--- config.mk ---
export PLATFORM = sky130hd
export DESIGN_NAME = ctmm_mload_flat
export DESIGN_NICKNAME = d
export VERILOG_FILES = /design/src/rtl/ctmm_mload.sv /design/src/rtl/ctmm_mload_if.sv /design/src/flat_wrapper.sv
export SDC_FILE = /design/constraint.sdc
export NUM_CORES = 1
export LEC_CHECK = 0
export BUFFER_PORTS_ARGS = -buffer_cell sky130_fd_sc_hd__buf_2
export CORE_AREA = 2 2 260 262
export CTS_CLUSTER_SIZE = 25
export DETAILED_ROUTE_END_ITERATION = 8
export DIE_AREA = 0 0 262 264
export PLACE_DENSITY = 0.48
export SLEW_MARGIN = 30
export SYNTH_ARGS = -nofsm -noshare
export SYNTH_HDL_FRONTEND = slang
export SYNTH_SLANG_ARGS = --single-unit
--- constraint.sdc ---
create_clock -name clk -period 3.1 [get_ports clk]
set_input_delay 0.465 -clock clk [delete_from_list [all_inputs] [get_ports clk]]
set_output_delay 0.465 -clock clk [all_outputs]
set_load 0.01 [all_outputs]
--- src/rtl/ctmm_mload.sv ---
// C-List capability load: checks L permission and bounds on the source capability,
// reads the Golden Token from memory, then checks its M/B permissions.
package ctmm_pkg;
  // Bit positions inside the 10-bit permission field at word0_gt[57:48].
  localparam int unsigned PERM_L = 3;
  localparam int unsigned PERM_M = 6;
  localparam int unsigned PERM_B = 7;

  typedef struct packed {
    logic [63:0] word2_limit;
    logic [63:0] word1_location;
    logic [63:0] word0_gt;
  } capability_reg_t;

  typedef enum logic [1:0] {
    FAULT_NONE   = 2'd0,
    FAULT_PERM   = 2'd1,
    FAULT_BOUNDS = 2'd2
  } fault_type_t;

  typedef enum logic [2:0] {
    ST_IDLE         = 3'd0,
    ST_CHECK_L      = 3'd1,
    ST_CHECK_BOUNDS = 3'd2,
    ST_READ_GT      = 3'd3,
    ST_CHECK_MB     = 3'd4,
    ST_COMPLETE     = 3'd5,
    ST_FAULT        = 3'd6
  } mload_state_e;

  typedef struct packed {
    mload_state_e    state;
    capability_reg_t cap;
    logic [7:0]      index;
    logic [63:0]     gt_cap;
  } mload_dbg_t;
endpackage

module ctmm_mload
  import ctmm_pkg::*;
(
  input  logic               clk,
  input  logic               rst_n,
  input  logic               sub_start,
  input  capability_reg_t    sub_src_cap,
  input  logic [7:0]         sub_index,
  output logic               sub_busy,
  output logic               sub_done,
  output logic               sub_fault,
  output fault_type_t        sub_fault_type,
  output logic [63:0]        sub_gt,
  ctmm_mload_if.master       mem,
  output mload_dbg_t         dbg_o
);

  mload_state_e    state_q, state_d;
  capability_reg_t cap_q, cap_d;
  logic [7:0]      index_q, index_d;
  logic [63:0]     gt_cap_q, gt_cap_d;
  logic [63:0]     gt_q, gt_d;
  fault_type_t     fault_type_q, fault_type_d;

  logic [9:0]      src_perm;
  logic [9:0]      gt_perm;
  logic            bounds_fail;

  assign src_perm    = cap_q.word0_gt[57:48];
  assign gt_perm     = gt_cap_q[57:48];
  assign bounds_fail = ({56'b0, index_q} >= cap_q.word2_limit);

  always_ff @(posedge clk or negedge rst_n) begin
    if (!rst_n) begin
      state_q      <= ST_IDLE;
      cap_q        <= '0;
      index_q      <= '0;
      gt_cap_q     <= '0;
      gt_q         <= '0;
      fault_type_q <= FAULT_NONE;
    end else begin
      state_q      <= state_d;
      cap_q        <= cap_d;
      index_q      <= index_d;
      gt_cap_q     <= gt_cap_d;
      gt_q         <= gt_d;
      fault_type_q <= fault_type_d;
    end
  end

  always_comb begin
    state_d      = state_q;
    cap_d        = cap_q;
    index_d      = index_q;
    gt_cap_d     = gt_cap_q;
    gt_d         = gt_q;
    fault_type_d = fault_type_q;
    case (state_q)
      ST_IDLE: begin
        if (sub_start) begin
          cap_d        = sub_src_cap;
          index_d      = sub_index;
          fault_type_d = FAULT_NONE;
          state_d      = ST_CHECK_L;
        end
      end
      ST_CHECK_L: begin
        if (!src_perm[PERM_L]) begin
          fault_type_d = FAULT_PERM;
          state_d      = ST_FAULT;
        end else begin
          state_d = ST_CHECK_BOUNDS;
        end
      end
      ST_CHECK_BOUNDS: begin
        if (bounds_fail) begin
          fault_type_d = FAULT_BOUNDS;
          state_d      = ST_FAULT;
        end else begin
          state_d = ST_READ_GT;
        end
      end
      ST_READ_GT: begin
        if (mem.mem_rd_done) begin
          gt_cap_d = mem.mem_rd_data;
          state_d  = ST_CHECK_MB;
        end
      end
      ST_CHECK_MB: begin
        // M grants the load on its own; B is only required when M is clear.
        if (!gt_perm[PERM_M] && !gt_perm[PERM_B]) begin
          fault_type_d = FAULT_PERM;
          state_d      = ST_FAULT;
        end else begin
          gt_d    = gt_cap_q;
          state_d = ST_COMPLETE;
        end
      end
      ST_COMPLETE: state_d = ST_IDLE;
      ST_FAULT:    state_d = ST_IDLE;
      default:     state_d = ST_IDLE;
    endcase
  end

  assign sub_busy       = (state_q != ST_IDLE);
  assign sub_done       = (state_q == ST_COMPLETE);
  assign sub_fault      = (state_q == ST_FAULT);
  assign sub_fault_type = fault_type_q;
  assign sub_gt         = gt_q;

  // Address wraps modulo 2^64 by construction of the 64-bit add.
  assign mem.mem_rd_addr = cap_q.word1_location + {53'b0, index_q, 3'b000};
  assign mem.mem_rd_en   = (state_q == ST_READ_GT);

  assign dbg_o.state  = state_q;
  assign dbg_o.cap    = cap_q;
  assign dbg_o.index  = index_q;
  assign dbg_o.gt_cap = gt_cap_q;

endmodule
--- src/rtl/ctmm_mload_if.sv ---
// Memory read port of the C-List load unit.
// Handshake: the master raises mem_rd_en with a stable mem_rd_addr and holds both
// until the slave returns mem_rd_done for one cycle, with mem_rd_data valid in that cycle.
interface ctmm_mload_if;
  logic [63:0] mem_rd_addr;
  logic        mem_rd_en;
  logic [63:0] mem_rd_data;
  logic        mem_rd_done;

  modport master (
    output mem_rd_addr,
    output mem_rd_en,
    input  mem_rd_data,
    input  mem_rd_done
  );

  modport slave (
    input  mem_rd_addr,
    input  mem_rd_en,
    output mem_rd_data,
    output mem_rd_done
  );
endinterface

--- src/flat_wrapper.sv ---
// flat-port wrapper written by rule: the top's interface ports become plain ports
module ctmm_mload_flat import ctmm_pkg::*;
  (clk, rst_n, sub_start, sub_src_cap, sub_index, sub_busy, sub_done, sub_fault, sub_fault_type, sub_gt, dbg_o, mem_mem_rd_addr, mem_mem_rd_en, mem_mem_rd_data, mem_mem_rd_done);
  ctmm_mload_if mem_i ();
  input  logic clk;
  input  logic rst_n;
  input  logic sub_start;
  input  capability_reg_t sub_src_cap;
  input  logic [7:0] sub_index;
  output logic sub_busy;
  output logic sub_done;
  output logic sub_fault;
  output fault_type_t sub_fault_type;
  output logic [63:0] sub_gt;
  output mload_dbg_t dbg_o;
  output wire logic [$bits(mem_i.mem_rd_addr)-1:0] mem_mem_rd_addr;
  output wire logic [$bits(mem_i.mem_rd_en)-1:0] mem_mem_rd_en;
  input wire logic [$bits(mem_i.mem_rd_data)-1:0] mem_mem_rd_data;
  input wire logic [$bits(mem_i.mem_rd_done)-1:0] mem_mem_rd_done;
  assign mem_mem_rd_addr = mem_i.mem_rd_addr;
  assign mem_mem_rd_en = mem_i.mem_rd_en;
  assign mem_i.mem_rd_data = mem_mem_rd_data;
  assign mem_i.mem_rd_done = mem_mem_rd_done;
  ctmm_mload u_core (.clk(clk), .rst_n(rst_n), .sub_start(sub_start), .sub_src_cap(sub_src_cap), .sub_index(sub_index), .sub_busy(sub_busy), .sub_done(sub_done), .sub_fault(sub_fault), .sub_fault_type(sub_fault_type), .sub_gt(sub_gt), .mem(mem_i), .dbg_o(dbg_o));
endmodule
# Yosys cells after proc, flatten, opt, wreduce, memory -nomap -nowiden
# Index checks and enable logic that the tools add are counted.
[classes]
div_mod_pow = 0
mul = 0
n_mux = 11
n_shift = 0
n_reduce_logical = 11
n_addsub = 1
eq_ne = 11
magnitude_cmp = 1
bitwise = 1
[op_table]
columns = ["op", "count"]
rows = [
  ["$add 64x11->64", 1],
  ["$ge 8x64->1", 1],
  ["$pmux 3 s5", 1],
  ["$mux 3", 4],
  ["$mux 2", 5],
  ["$eq 3x3->1 const B", 3],
  ["$pmux 2 s4", 1],
  ["$reduce_and 2->1", 4],
  ["$eq 3x2->1 const B", 2],
  ["$ne 2x1->1 const B", 3],
  ["$reduce_and 5->1", 1],
  ["$ne 2x2->1 const B", 2],
  ["$reduce_bool 4->1", 1],
  ["$eq 3x1->1 const B", 1],
  ["$logic_not 3->1", 1],
  ["$reduce_bool 3->1", 1],
  ["$logic_not 1->1", 2],
  ["$logic_and 1x1->1", 1],
  ["$not 1->1", 1],
]
[totals]
ramBits = 0
register_bits = 333
latchBits = 0
in_bits = 268
output_inout_bits = 401
mem_count = 0
romBits = 0
word_cells = 44

# Longest topological paths before layout
[logic_depth]
word_depth = 4
ltp_mapped = 10
mapped_depth_nobuf = 8

# Worst setup path before layout
# OpenSTA, ideal clock, no wires.
[synth_timing]
path_type = "register to output"
from = "register u_core.index_q[0]"
to = "output port mem_mem_rd_addr[57]"
path_buffers = 2
slack_ps = 333
arrival_time_ps = 2302
required_time_ps = 2635
path_stages_with_launch = 11
path_cell_list = "dfrtp_1 > ha_1 > inv_1 > fa_1 > nand2b_1 > a21oi_1 > o21a_1 > buf_4 > buf_4 > nand4_1 > xnor2_1"
[synth_between]
elab_chain_cells = 1
[synth_lines]
columns = ["element", "line", "source"]
rows = [
  ["start: declaration", "ctmm_mload.sv:58", "logic [7:0] index_q, index_d;"],
  ["start signal: assignment", "ctmm_mload.sv:82", "index_q <= index_d;"],
  ["$add 64x11->64", "ctmm_mload.sv:150", "assign mem.mem_rd_addr = cap_q.word1_location + {53'b0, index_q, 3'b000};"],
  ["end: declaration", "flat_wrapper.sv:16", "output wire logic [$bits(mem_i.mem_rd_addr)-1:0] mem_mem_rd_addr;"],
]
# Every way passes these cells.

# Worst setup path in the final report
[layout_timing]
from = "register u_core.cap_q (netlist bit u_core.dbg_o[139])"
to = "output port mem_mem_rd_addr[61]"
[layout_between]
elab_chain_cells = 1
[layout_lines]
columns = ["element", "line", "source"]
rows = [
  ["start: declaration", "ctmm_mload.sv:57", "capability_reg_t cap_q, cap_d;"],
  ["start signal: assignment", "ctmm_mload.sv:81", "cap_q <= cap_d;"],
  ["$add 64x11->64", "ctmm_mload.sv:150", ""],
]
# Every way passes these cells.

==> results.ini <==
[floorplanning]
initial_core_util_pct = 21.5
die_w_um = 262
core_region_area_um2 = 66600
die_h_um = 264
rows = 95
die_area_um2 = 69200
io-pin-count = 669

[detailed_routing]
viasPerCell = 4.29
dr.pass1.iters = 4
routedWlPerCell_um = 19.5
drt_iter0_markers = 556
routed_wl_um = 51900
vias = 11400
final_antenna_net_count = 0
drc_errors = 0

[critical_path]
worstPathRequired_ns = 2.63
r2r_cells = 6
worstPathArrival_ns = 2.78
endpoint = mem_mem_rd_addr[61]
endpoint_kind = output pin
r2r-end = u_core.sub_fault_type[0]
rrSetupSlack_ns = 0.71
reg2reg_from = u_core.index_q[6]
start_kind = register
crit_fanout = 5
setup.worst_path.class = register to output pin
critPathLaunch = u_core.dbg_o[139]

[pwr]
vdd.ir_drop.worst_mv = 0.555
power.leakage_nw = 9.90
power_mw = 24.3
power_density_nw_per_um2 = 1160

[timing]
setup_violations = 25
fin_ws_ns = -0.143
rsz0062_at_grt = true
slew_headroom_pct = 48.8
fin_crit_sh_pct = 105
timing.setup.tns_ns = -1.82
report.final.hold_viol_count = 0
fmax_ghz = 0.308
drv_slew = 0
worstMarginPinSlew_ns = 0.768
fin_crit_ns = 3.24
clock_skew_ns = 0.0190

[hold_path]
min_path_type = input port to register

[clock_tree]
path_clk_slew_ns = 0.06
clock_path_buffers = 3
htree_levels = 2
numCtsBuffers = 40
insertion_delay_ns = 0.56
cts.sinks = 333
cts_tree = yes
clock-root-buffer = clkbuf_16

[synthesis]
syn_area_per_cell_um2 = 14.0
synth.ff_latch_count = 333
ys_types = 49
ys_seq_area_share_pct = 58.2
syn_inst = 1025
ys_async_sr_fraction_pct = 100
synth_top_flop_cell = dfrtp_1
synth.net_count = 1310
yosysWarnings = 0
synth_edf_count = 0
syn_area_um2 = 14300

[final_layout]
multi_input_area_um2 = 5890
fill_cells = 6813
drive_gt1_share_pct = 65.8
fin_area_um2 = 20900
seq_area_um2 = 8360
nNetsFinal = 2033
syn_to_final_growth_pct = 46.2

[global_route]
grt_usage_pct = 14.2
grt_pass1_wl_um = 74900
antenna_found_initial = 5
overflow = 0
grt_pass1_vias = 11900
grt_start_max_net_pins = 83

[outcome]
status = finished with violations
violations = negative setup slack

[placement]
hpwl_um = 39600
place_congestion = 0.995
placed_area_um2 = 18900
io_buffers = 668

[run]
drv_cap = 0

==> synthesized netlist by cell type (all sizes together) (2+ instances only) <==
master | count | share of area (%)
inv | 21 | 0.55
dfrtp | 333 | 58
xor2 | 8 | 0.49
nand3 | 21 | 0.73
or3 | 2 | 0.087
a21o | 4 | 0.21
nor2b | 5 | 0.22
nor2 | 10 | 0.26
buf | 48 | 2.1
o2111ai | 2 | 0.12
or2 | 2 | 0.087
a221oi | 2 | 0.12
and2 | 8 | 0.35
and4 | 6 | 0.37
nor4 | 18 | 0.83
clkbuf | 5 | 0.13
xnor2 | 51 | 3.1
nand2 | 39 | 1.0
and3 | 14 | 0.66
a21oi | 12 | 0.45
nand2b | 6 | 0.26
o21ai | 19 | 0.66
nor3 | 6 | 0.24
o211ai | 2 | 0.20
ha | 16 | 1.4
a211o | 3 | 0.18
nand4 | 39 | 1.7
mux2 | 311 | 24
==> metal layers <==
metal  vias to the layer above  wire, µm  share of wire, %  GRT usage, %
li1                       5148         -                 -             -
met1                      5666     18800                36          15.2
met2                       494     26900                52          25.9
met3                        71      4680               9.0          4.62
met4                         2      1420               2.7          4.60
met5                         -         7             0.013             0
==> registers in the layout, summed over array words and instances (netlist names) <==
name and flops:
u_core.dbg_o 192, u_core.index_q 8, u_core.state_q 3, u_core.sub_gt 64, u_core.sub_fault_type 2, u_core.gt_cap_q 64
==> power breakdown <==
| part | internal (mW) | switching, mW | total (mW) |
|---|---|---|---|
| registers | 6.58 | 1.98 | 8.56 |
| logic | 5.34 | 5.40 | 10.7 |
| clock network | 3.07 | 1.93 | 5.00 |
==> worst min path at each step <==
stage	from	endpoint	slack [ns]	cells after the start
2_1_floorplan	rst_n	u_core.dbg_o[100]	0.17	0
4_1_cts	mem_mem_rd_data[10]	u_core.gt_cap_q[10]	0.08	2
3_3_place_gp	u_core.sub_fault_type[1]	u_core.sub_fault_type[1]	0.46	2
6_report	sub_src_cap[131]	u_core.dbg_o[203]	0.13	3
3_5_place_dp	u_core.sub_gt[55]	u_core.sub_gt[55]	0.46	2
5_1_grt	mem_mem_rd_data[0]	u_core.gt_cap_q[0]	0.09	2
==> metrics by stage <==
step	hold slack (ns)	std cells	setup WS (ns)	utilization [%]
2_1_floorplan	0.169	1025	0.333	-
3_3_place_gp	0.461	2553	0.248	28.4
3_5_place_dp	0.462	2553	0.226	28.4
4_1_cts	0.0789	2632	-0.183	30.9
5_1_grt	0.0861	2655	-0.259	31.5
6_report	0.126	2656	-0.143	31.5
==> layout by cell type (no fill, tap or decap), types with 8 or more instances in the layout <==
cell type / synthesis / final
and3_1: 12 / 11
xor2_1: 8 / 8
buf_4: 17 / 43
inv_1: 21 / 20
buf_12: 0 / 15
nand3_1: 21 / 15
nand4_1: 39 / 39
dfrtp_1: 333 / 315
a21oi_1: 11 / 9
o21ai_0: 19 / 18
nor2_1: 10 / 10
xnor2_1: 51 / 47
nor4_1: 17 / 14
and2_1: 8 / 8
dfrtp_2: 0 / 18
nand2_1: 39 / 36
mux2_2: 304 / 304
buf_2: 27 / 667
ha_1: 16 / 9
clkbuf_16: 0 / 42
==> cell families (layout without fill, tap and decap cells) <==
logic type / after synthesis / after routing / share of synthesized area (%)
and+or+nand+nor: 179 / 179 / 7.01
xor gates and xnor gates: 59 / 59 / 3.61
AOI/OAI and AO/OA: 52 / 52 / 2.39
muxes: 311 / 311 / 24.4
buffers and inverters: 74 / 828 / 2.83
adders and majority gates: 17 / 17 / 1.54
DFF: 333 / 333 / 58.2
other: 0 / 4 / 0
==> final cells by class <==
class / count / share of cell area, %
diodes: 4 / 0.0478
clock buffers: 53 / 5.35
clock inverters: 20 / 1.41
inverters: 21 / 0.376
multi-input cells: 618 / 28.1
flip-flops and latches: 333 / 39.9
well taps: 873 / 5.22
repair buffers: 734 / 19.6
==> worst max-delay path, stage by stage (launching register included) <==
cell	delay (ns)
dfrtp_1	0.39
ha_4	0.17
inv_2	0.04
fa_2	0.35
nand2b_4	0.15
a21oi_2	0.15
buf_6	0.13
o211ai_4	0.19
nor4_2	0.23
xnor2_1	0.22
buf_2	0.20
==> repair_timing <==
action | CTS | global route
endpoints found under the hold margin | 71 | 0
endpoints found under the setup margin | 52 | 50
buffers inserted | 5 | 17
hold buffers | 1 | 0
gates resized for setup | 35 | 41
pin swaps | 10 | 30
gates cloned | 0 | 3
Note: power is estimated with default switching activity, not from simulation.
